[config.mk]
export PLATFORM = sky130hd
export DESIGN_NAME = multicycle_control_flat
export DESIGN_NICKNAME = d
export VERILOG_FILES = /design/src/rtl/multicycle_control_if.sv /design/src/rtl/multicycle_control.sv /design/src/flat_wrapper.sv
export SDC_FILE = /design/constraint.sdc
export NUM_CORES = 1
export LEC_CHECK = 0
export BUFFER_PORTS_ARGS = -buffer_cell sky130_fd_sc_hd__buf_2
export CAP_MARGIN = 10
export CORE_MARGIN = 4
export CORE_UTILIZATION = 35
export CTS_BUF_LIST = sky130_fd_sc_hd__clkbuf_16
export CTS_CLUSTER_DIAMETER = 200
export DETAILED_ROUTE_END_ITERATION = 16
export PLACE_DENSITY = 0.63
export SYNTH_ARGS = -nofsm -noshare
export SYNTH_HDL_FRONTEND = slang
export SYNTH_SLANG_ARGS = --single-unit
[constraint.sdc]
create_clock -name clk -period 2 [get_ports clk]
set_clock_uncertainty 0.15 [all_clocks]
set_input_delay 0.3 -clock clk [delete_from_list [all_inputs] [get_ports clk]]
set_output_delay 0.3 -clock clk [all_outputs]
set_load 0.02 [all_outputs]
[src/rtl/multicycle_control_if.sv]
// Control/status bundle between the multicycle main FSM and its datapath.
// The controller takes the master side; the datapath/memory takes the slave side.
interface multicycle_control_if;
   logic [6:0]  opcode;
   logic        zero;
   logic        mem_ready;
   logic        mem_read;
   logic        mem_write;
   logic        iord;
   logic        ir_write;
   logic        pc_write;
   logic        pc_source;
   logic [1:0]  alu_src_a;
   logic [1:0]  alu_src_b;
   logic [2:0]  alu_op;
   logic        reg_write;
   logic        mem_to_reg;
   logic        illegal_instr;
   logic [3:0]  state;
   logic [31:0] retired;

   modport master (
      input  opcode,
      input  zero,
      input  mem_ready,
      output mem_read,
      output mem_write,
      output iord,
      output ir_write,
      output pc_write,
      output pc_source,
      output alu_src_a,
      output alu_src_b,
      output alu_op,
      output reg_write,
      output mem_to_reg,
      output illegal_instr,
      output state,
      output retired
   );

   modport slave (
      output opcode,
      output zero,
      output mem_ready,
      input  mem_read,
      input  mem_write,
      input  iord,
      input  ir_write,
      input  pc_write,
      input  pc_source,
      input  alu_src_a,
      input  alu_src_b,
      input  alu_op,
      input  reg_write,
      input  mem_to_reg,
      input  illegal_instr,
      input  state,
      input  retired
   );
endinterface

[src/rtl/multicycle_control.sv]
// Main control FSM of the multicycle RISC-V datapath (lb/sb/add/and/sll/ori/bne).
// Moore outputs except ir_write/pc_write in FETCH and pc_write in BRANCH.
module multicycle_control #(
   parameter logic [6:0] OPC_R      = 7'b0110011,
   parameter logic [6:0] OPC_LOAD   = 7'b0000011,
   parameter logic [6:0] OPC_STORE  = 7'b0100011,
   parameter logic [6:0] OPC_IMM    = 7'b0010011,
   parameter logic [6:0] OPC_BRANCH = 7'b1100011
) (
   input logic                  clk,
   input logic                  rst_n,
   multicycle_control_if.master bus
);

   localparam logic [3:0] S_FETCH  = 4'd0;
   localparam logic [3:0] S_DECODE = 4'd1;
   localparam logic [3:0] S_MADDR  = 4'd2;
   localparam logic [3:0] S_MRD    = 4'd3;
   localparam logic [3:0] S_MWB    = 4'd4;
   localparam logic [3:0] S_MWR    = 4'd5;
   localparam logic [3:0] S_EXR    = 4'd6;
   localparam logic [3:0] S_EXI    = 4'd7;
   localparam logic [3:0] S_AWB    = 4'd8;
   localparam logic [3:0] S_BRANCH = 4'd9;
   localparam logic [3:0] S_TRAP   = 4'd10;

   logic [3:0]  state_q, state_d;
   logic [31:0] retired_q, retired_d;

   logic op_load, op_store, op_r, op_imm, op_br;
   logic retire;

   logic       mem_read_c, mem_write_c;
   logic       ir_write_c, pc_write_c;
   logic       reg_write_c, illegal_c;
   logic       iord_c, pc_source_c, mem_to_reg_c;
   logic [1:0] alu_src_a_c, alu_src_b_c;
   logic [2:0] alu_op_c;

   assign op_load  = (bus.opcode == OPC_LOAD);
   assign op_store = (bus.opcode == OPC_STORE);
   assign op_r     = (bus.opcode == OPC_R);
   assign op_imm   = (bus.opcode == OPC_IMM);
   assign op_br    = (bus.opcode == OPC_BRANCH);

   always_comb begin
      state_d = state_q;
      case (state_q)
         S_FETCH:
            if (bus.mem_ready) state_d = S_DECODE;
         S_DECODE: begin
            unique case (1'b1)
               op_load,
               op_store: state_d = S_MADDR;
               op_r:     state_d = S_EXR;
               op_imm:   state_d = S_EXI;
               op_br:    state_d = S_BRANCH;
               default:  state_d = S_TRAP;
            endcase
         end
         S_MADDR: begin
            unique case (1'b1)
               op_load:  state_d = S_MRD;
               op_store: state_d = S_MWR;
               default:  state_d = S_FETCH;
            endcase
         end
         S_MRD:
            if (bus.mem_ready) state_d = S_MWB;
         S_MWB:    state_d = S_FETCH;
         S_MWR:
            if (bus.mem_ready) state_d = S_FETCH;
         S_EXR:    state_d = S_AWB;
         S_EXI:    state_d = S_AWB;
         S_AWB:    state_d = S_FETCH;
         S_BRANCH: state_d = S_FETCH;
         S_TRAP:   state_d = S_FETCH;
         default:  state_d = S_FETCH;
      endcase
   end

   always_comb begin
      mem_read_c   = 1'b0;
      mem_write_c  = 1'b0;
      iord_c       = 1'b0;
      ir_write_c   = 1'b0;
      pc_write_c   = 1'b0;
      pc_source_c  = 1'b0;
      alu_src_a_c  = 2'b00;
      alu_src_b_c  = 2'b00;
      alu_op_c     = 3'b000;
      reg_write_c  = 1'b0;
      mem_to_reg_c = 1'b0;
      illegal_c    = 1'b0;
      case (state_q)
         S_FETCH: begin
            mem_read_c  = 1'b1;
            alu_src_b_c = 2'b01;
            ir_write_c  = bus.mem_ready;
            pc_write_c  = bus.mem_ready;
         end
         // branch target PC+imm parked in ALUOut
         S_DECODE: begin
            alu_src_a_c = 2'b10;
            alu_src_b_c = 2'b10;
         end
         S_MADDR: begin
            alu_src_a_c = 2'b01;
            alu_src_b_c = 2'b10;
         end
         S_MRD: begin
            mem_read_c = 1'b1;
            iord_c     = 1'b1;
         end
         S_MWB: begin
            reg_write_c  = 1'b1;
            mem_to_reg_c = 1'b1;
         end
         S_MWR: begin
            mem_write_c = 1'b1;
            iord_c      = 1'b1;
         end
         S_EXR: begin
            alu_src_a_c = 2'b01;
            alu_op_c    = 3'b010;
         end
         S_EXI: begin
            alu_src_a_c = 2'b01;
            alu_src_b_c = 2'b10;
            alu_op_c    = 3'b011;
         end
         S_AWB:
            reg_write_c = 1'b1;
         S_BRANCH: begin
            alu_src_a_c = 2'b01;
            alu_op_c    = 3'b001;
            pc_source_c = 1'b1;
            pc_write_c  = ~bus.zero;
         end
         S_TRAP:
            illegal_c = 1'b1;
         default: ;
      endcase
   end

   assign retire = (state_q == S_MWB)
                 | (state_q == S_AWB)
                 | (state_q == S_BRANCH)
                 | ((state_q == S_MWR) & bus.mem_ready);

   assign retired_d = retire ? retired_q + 32'd1 : retired_q;

   always_ff @(posedge clk or negedge rst_n) begin
      if (!rst_n) begin
         state_q   <= S_FETCH;
         retired_q <= '0;
      end else begin
         state_q   <= state_d;
         retired_q <= retired_d;
      end
   end

   // strobes are held off for the whole reset window, not just at the edge
   assign bus.mem_read      = rst_n & mem_read_c;
   assign bus.mem_write     = rst_n & mem_write_c;
   assign bus.ir_write      = rst_n & ir_write_c;
   assign bus.pc_write      = rst_n & pc_write_c;
   assign bus.reg_write     = rst_n & reg_write_c;
   assign bus.illegal_instr = rst_n & illegal_c;

   assign bus.iord       = iord_c;
   assign bus.pc_source  = pc_source_c;
   assign bus.alu_src_a  = alu_src_a_c;
   assign bus.alu_src_b  = alu_src_b_c;
   assign bus.alu_op     = alu_op_c;
   assign bus.mem_to_reg = mem_to_reg_c;
   assign bus.state      = state_q;
   assign bus.retired    = retired_q;

endmodule
[src/flat_wrapper.sv]
// flat-port wrapper written by rule: the top's interface ports become plain ports
module multicycle_control_flat 
#(
   parameter logic [6:0] OPC_R      = 7'b0110011,
   parameter logic [6:0] OPC_LOAD   = 7'b0000011,
   parameter logic [6:0] OPC_STORE  = 7'b0100011,
   parameter logic [6:0] OPC_IMM    = 7'b0010011,
   parameter logic [6:0] OPC_BRANCH = 7'b1100011
)
  (clk, rst_n, bus_opcode, bus_zero, bus_mem_ready, bus_mem_read, bus_mem_write, bus_iord, bus_ir_write, bus_pc_write, bus_pc_source, bus_alu_src_a, bus_alu_src_b, bus_alu_op, bus_reg_write, bus_mem_to_reg, bus_illegal_instr, bus_state, bus_retired);
  multicycle_control_if bus_i ();
  input logic clk;
  input logic rst_n;
  input wire logic [$bits(bus_i.opcode)-1:0] bus_opcode;
  input wire logic [$bits(bus_i.zero)-1:0] bus_zero;
  input wire logic [$bits(bus_i.mem_ready)-1:0] bus_mem_ready;
  output wire logic [$bits(bus_i.mem_read)-1:0] bus_mem_read;
  output wire logic [$bits(bus_i.mem_write)-1:0] bus_mem_write;
  output wire logic [$bits(bus_i.iord)-1:0] bus_iord;
  output wire logic [$bits(bus_i.ir_write)-1:0] bus_ir_write;
  output wire logic [$bits(bus_i.pc_write)-1:0] bus_pc_write;
  output wire logic [$bits(bus_i.pc_source)-1:0] bus_pc_source;
  output wire logic [$bits(bus_i.alu_src_a)-1:0] bus_alu_src_a;
  output wire logic [$bits(bus_i.alu_src_b)-1:0] bus_alu_src_b;
  output wire logic [$bits(bus_i.alu_op)-1:0] bus_alu_op;
  output wire logic [$bits(bus_i.reg_write)-1:0] bus_reg_write;
  output wire logic [$bits(bus_i.mem_to_reg)-1:0] bus_mem_to_reg;
  output wire logic [$bits(bus_i.illegal_instr)-1:0] bus_illegal_instr;
  output wire logic [$bits(bus_i.state)-1:0] bus_state;
  output wire logic [$bits(bus_i.retired)-1:0] bus_retired;
  assign bus_i.opcode = bus_opcode;
  assign bus_i.zero = bus_zero;
  assign bus_i.mem_ready = bus_mem_ready;
  assign bus_mem_read = bus_i.mem_read;
  assign bus_mem_write = bus_i.mem_write;
  assign bus_iord = bus_i.iord;
  assign bus_ir_write = bus_i.ir_write;
  assign bus_pc_write = bus_i.pc_write;
  assign bus_pc_source = bus_i.pc_source;
  assign bus_alu_src_a = bus_i.alu_src_a;
  assign bus_alu_src_b = bus_i.alu_src_b;
  assign bus_alu_op = bus_i.alu_op;
  assign bus_reg_write = bus_i.reg_write;
  assign bus_mem_to_reg = bus_i.mem_to_reg;
  assign bus_illegal_instr = bus_i.illegal_instr;
  assign bus_state = bus_i.state;
  assign bus_retired = bus_i.retired;
  multicycle_control #(.OPC_R(OPC_R), .OPC_LOAD(OPC_LOAD), .OPC_STORE(OPC_STORE), .OPC_IMM(OPC_IMM), .OPC_BRANCH(OPC_BRANCH)) u_core (.clk(clk), .rst_n(rst_n), .bus(bus_i));
endmodule
# Word level (Yosys, flattened, before mapping)
# Index checks and enable logic that the tools add are counted.
[word_totals]
word_cells = 59
out_inout_bits = 52
regBits = 36
[classes]
eq_ne = 18
n_reduce_logical = 9
bitwise = 11
mux = 18
addsub = 1
[ops]
columns = ["operator", "count"]
rows = [
  ["adder 32 x 1 -> 32 bit, second input constant", 1],
  ["one-hot mux 4 bit (6 select lines)", 1],
  ["== test 4 x 3 -> 1 bit, second input constant", 4],
  ["one-hot mux 4 bit (4 select lines)", 1],
  ["== test 7 x 6 -> 1 bit, second input constant", 2],
  ["== test 4 bit, second input constant", 3],
  ["two-way mux 4 bit", 3],
  ["OR reduction 2 bit", 5],
  ["== test 4 x 2 -> 1 bit, second input constant", 2],
  ["two-way mux 1 bit", 8],
  ["one-hot mux 2 bit (2 select lines)", 2],
  ["AND 1 bit", 7],
  ["== test 7 x 2 -> 1 bit, second input constant", 1],
  ["== test 7 x 5 -> 1 bit, second input constant", 1],
  ["== test 7 bit, second input constant", 1],
  ["inequality test 2 bit, second input constant", 3],
  ["one-hot mux 2 bit (3 select lines)", 1],
  ["one-hot mux 3 bit (2 select lines)", 1],
  ["== test 4 x 1 -> 1 bit, second input constant", 1],
  ["logical NOT 4 bit", 1],
  ["OR reduction 4 bit", 1],
  ["bitwise OR 1 bit", 3],
  ["AND reduction 3 bit", 1],
  ["OR reduction 3 bit", 1],
  ["other kinds (2)", 2],
]

# Longest topological paths before layout
[logic_depth]
word_depth = 4
ltp_mapped = 7
mapped_depth_nobuf = 5

# Worst setup path before layout
# Ideal clock, no wire load.
[synth_path]
kind = "reg2out"
from = "register u_core.state_q[1], in the netlist u_core.bus.state[1]"
to = "output bus_reg_write"
path_buffers = 2
arrival_time_ps = 1996
required_ps = 1550
slack_ps = -446
path_stages_with_launch = 4
cell_sequence = "dfrtp_1 -> buf_4 -> buf_1 -> a2111oi_0"
[synth_via]
elab_chain_len = 4
word_cells_on_any_way = 5
cone_classes = "2 x eq/ne; 1 x mux; 1 x bitwise; 1 x reduce/logical"
[synth_rtl]
columns = ["item", "line", "rtl"]
rows = [
  ["from (decl)", "multicycle_control.sv:27", "logic [3:0] state_q, state_d;"],
  ["from (signal assigned)", "multicycle_control.sv:158", "state_q <= state_d;"],
  ["== test 4 bit or == test 4 x 3 -> 1 bit (tied branches)", "multicycle_control.sv:95", "case (state_q)"],
  ["OR reduction 2 bit (no line) *", "n/a", ""],
  ["two-way mux 1 bit *", "multicycle_control.sv:95", ""],
  ["AND 1 bit *", "multicycle_control.sv:168", "assign bus.reg_write = rst_n & reg_write_c;"],
  ["to (decl)", "flat_wrapper.sv:26", "output wire logic [$bits(bus_i.reg_write)-1:0] bus_reg_write;"],
]
# Every way passes the cells marked *; elsewhere a longest branch is shown, timed or not.

# Worst setup path after layout
[layout_path]
from = "register u_core.state_q[3], in the netlist u_core.bus.state[3]"
to = "output bus_pc_write"
[layout_via]
elab_chain_len = 3
word_cells_on_any_way = 4
cone_classes = "1 x eq/ne; 1 x mux; 1 x bitwise; 1 x reduce/logical"
[layout_rtl]
columns = ["item", "line", "rtl"]
rows = [
  ["== test 4 bit or logical NOT 4 bit (tied branches)", "multicycle_control.sv:95", ""],
  ["one-hot mux 1 bit (2 select lines) *", "multicycle_control.sv:95", ""],
  ["AND 1 bit *", "multicycle_control.sv:167", "assign bus.pc_write = rst_n & pc_write_c;"],
  ["to (decl)", "flat_wrapper.sv:21", "output wire logic [$bits(bus_i.pc_write)-1:0] bus_pc_write;"],
]
# Marks and branches as above.

==> reports/results.ini <==
[clocking]
clk_latency_ns = 0.28
clock_path_buffers = 2
cts_made_buffers = 5
cts_tree = done
clock_sinks = 36
cts-root-buf = clkbuf_16
htree_levels = 2
cts.clk_slew.worst_paths_ns = 0.05

[power]
internal_power_w = 0.001876
power_density_nw_per_um2 = 1064
p_switching_w = 0.001051
p_sw_share_pct = 35.91
comb_power_share_pct = 39.8
power.share.clock_pct = 29.4
pwr-share-seq_pct = 30.9
leakage_nw = 1.326
ir_worst_vdd_uv = 501.5

[layout]
utilization_pct = 49.99
n_antenna_cell = 0
fin_area_um2 = 2753
fin_cells = 353
nNetsFinal = 292
final_layout_size_suffix_gt1_share_pct = 39.15
area_delta_synth_final_pct = 38.89

[critical_path]
critPathLaunchType = flop
r2r-start = u_core.bus.state[3]$_DFFE_PN0P_
path_max_fanout = 7
r2r_end = u_core.bus.state[0]$_DFFE_PN0P_
critical_path_class = flop to output port
rrSetupSlack_ns = 0.17
rr_worst_depth = 6
critPathArrivalTime_ns = 1.53
cp_data_required_time_ns = 1.55
crit_path_end_kind = output port

[floorplan]
row_count = 27
core_area_um2 = 5507
die_area_um2 = 6931
start_util_pct = 35.99
io_pins = 63
die_h_um = 83.25
die_x_um = 83.25

[grt]
grt_max_degree = 26
grt_pass1_wl_um = 8521
grt_util_all_layers_pct = 14.82
antenna_found_initial = 0
grt_pass1_vias = 1756
overflow = 0

[routing]
viasPerCell = 5.054
detail-route-antenna-nets = 0
route.detailed.wl_per_inst_um = 14.39
drt_first_iter_violations = 59
finalWirelength_um = 5079
drt_first_pass_iters = 4
dr_total_vias = 1784
drc = 0

[yosys]
synth_area_leader_cell = dfrtp_1
ys_ff_latch = 36
synthDistinctLibCells = 43
synth.area.top_cells = dfrtp_1 45%, xnor2_1 13%, nand3_1 4.0%
yosysMostFrequentCell = dfrtp_1
synth_top_area_share_pct = 45.45
synth-edff-count = 0
synthArstFlopShare_pct = 100.0
synthesis.nets = 210
synthTopCellsByCount = 36 x dfrtp_1, 29 x xnor2_1, 16 x nand2_1, 16 x nand3_1, 11 x and3_1
synthFlopType = dfrtp_1
synthesis.area_um2 = 1982
yosysWarnings = 0
syn_avg_cell_area_um2 = 10.01
synthCells = 198
synth_seq_area_share_pct = 45.45

[placed_design]
place_congestion = 0.8152
hpwl_um = 3626
pre_cts_ws_ns = 0.1595
dpl-instance-area_um2 = 2452
port-buffer-count = 61
place_inst = 336

[min_path]
min_path_type = primary input to asynchronous set/reset pin

[sta]
fmax_mhz = 503.8
maxSlewViolCount = 0
period_needed_ns = 1.985
setup_ws_ns = 0.01506
rsz0062_at_grt = yes
fin_crit_sh_pct = 99.25
hold_viol = 0
setup_violations = 0
setup_tns_ns = 0

[status]
status = complete, no violations

[flow_run]
cap_violations = 0

[how the worst max path moves through the flow]
stage / to / cells past startpoint / startpoint
after floorplan: bus_pc_write / 4 / u_core.bus.state[1]$_DFFE_PN0P_
after global placement: u_core.bus.retired[28]$_DFFE_PN0P_ / 5 / u_core.bus.state[3]$_DFFE_PN0P_
after detailed placement: u_core.bus.retired[28]$_DFFE_PN0P_ / 5 / u_core.bus.state[3]$_DFFE_PN0P_
after CTS: bus_reg_write / 4 / u_core.bus.state[3]$_DFFE_PN0P_
after global routing: bus_pc_write / 5 / u_core.bus.state[3]$_DFFE_PN0P_
final: bus_pc_write / 5 / u_core.bus.state[3]$_DFFE_PN0P_
[what timing repair did]
| item | 4_1_cts | 5_1_grt |
|---|---|---|
| hold endpoints to repair | 11 | 0 |
| pin swaps | 1 | 2 |
| setup buffers | 1 | 7 |
| resized for setup | 4 | 12 |
| hold buffers | 1 | 0 |
| endpoints found under the setup margin | 4 | 4 |
[logic make-up (layout without fill, tap and decap cells)]
kind of cell,Yosys count,after routing,synth area share (%)
DFF,36,36,45.45
xor gates and xnor gates,32,32,14.14
buffers and inverters,13,96,3.029
other,1,1,0.1892
adders and majority gates,1,1,0.6312
muxes,1,1,0.5681
AOI/OAI and AO/OA,16,16,5.997
and+or+nand+nor,98,98,29.99
[power groups by stage]
stage | clock [W] | sequential [W] | combinational (W)
2_1_floorplan | 0 | 0.000987 | 0.000602
3_3_place_gp | 0 | 0.000910 | 0.00101
4_1_cts | 0.000880 | 0.000905 | 0.00105
3_5_place_dp | 0 | 0.000912 | 0.00102
5_1_grt | 0.000910 | 0.000918 | 0.00126
6_report | 0.000859 | 0.000904 | 0.00116
[sequential cells by signal (all words and copies together), names as in the netlist]
signal / cells
u_core.bus.retired: 32
u_core.bus.state: 4
[through the flow]
stage	power, W	hold WS [ns]
6_report	0.002928	0.009310
4_1_cts	0.002839	0.000009159
5_1_grt	0.003093	0.04575
3_5_place_dp	0.001927	0.01371
2_1_floorplan	0.001589	-0.1456
3_3_place_gp	0.001924	0.02082
[cell usage in the layout, fill, tap and decap left out, types with 4 or more instances in the layout]
| master | count |
|---|---|
| buf_4 | 19 |
| xnor2_1 | 28 |
| dfrtp_1 | 34 |
| nand2_1 | 16 |
| buf_2 | 59 |
| inv_1 | 5 |
| and3_1 | 10 |
| clkbuf_16 | 5 |
| nor2b_1 | 4 |
| nand4_1 | 10 |
| nor2_1 | 7 |
| nand3_1 | 16 |
| nor3_1 | 9 |
[routing by layer]
| layer | share of wire, % | vias up | global-route usage, % |
|---|---|---|---|
| li1 | - | 873 | - |
| met1 | 44 | 844 | 19.09 |
| met2 | 48 | 63 | 23.98 |
| met3 | 6.9 | 4 | 4.861 |
| met4 | 0.61 | 0 | 3.715 |
| met5 | 0 | - | 0 |
[critical path: stages (launching register included)]
cell and delay, ns:
dfrtp_1 0.38, buf_6 0.15, nor4_4 0.30, and3_4 0.23
a31o_4 0.09, buf_6 0.11
[final cells by class]
class,count,area [µm²]
fill,514,2754
multi-input combinational,149,1090
sequential,36,903.4
timing repair buffer,83,486.7
clock buffer,5,125.1
tap,72,90.09
clock inverter,3,38.79
inverter,5,18.77
(Power assumes the default switching activity.)
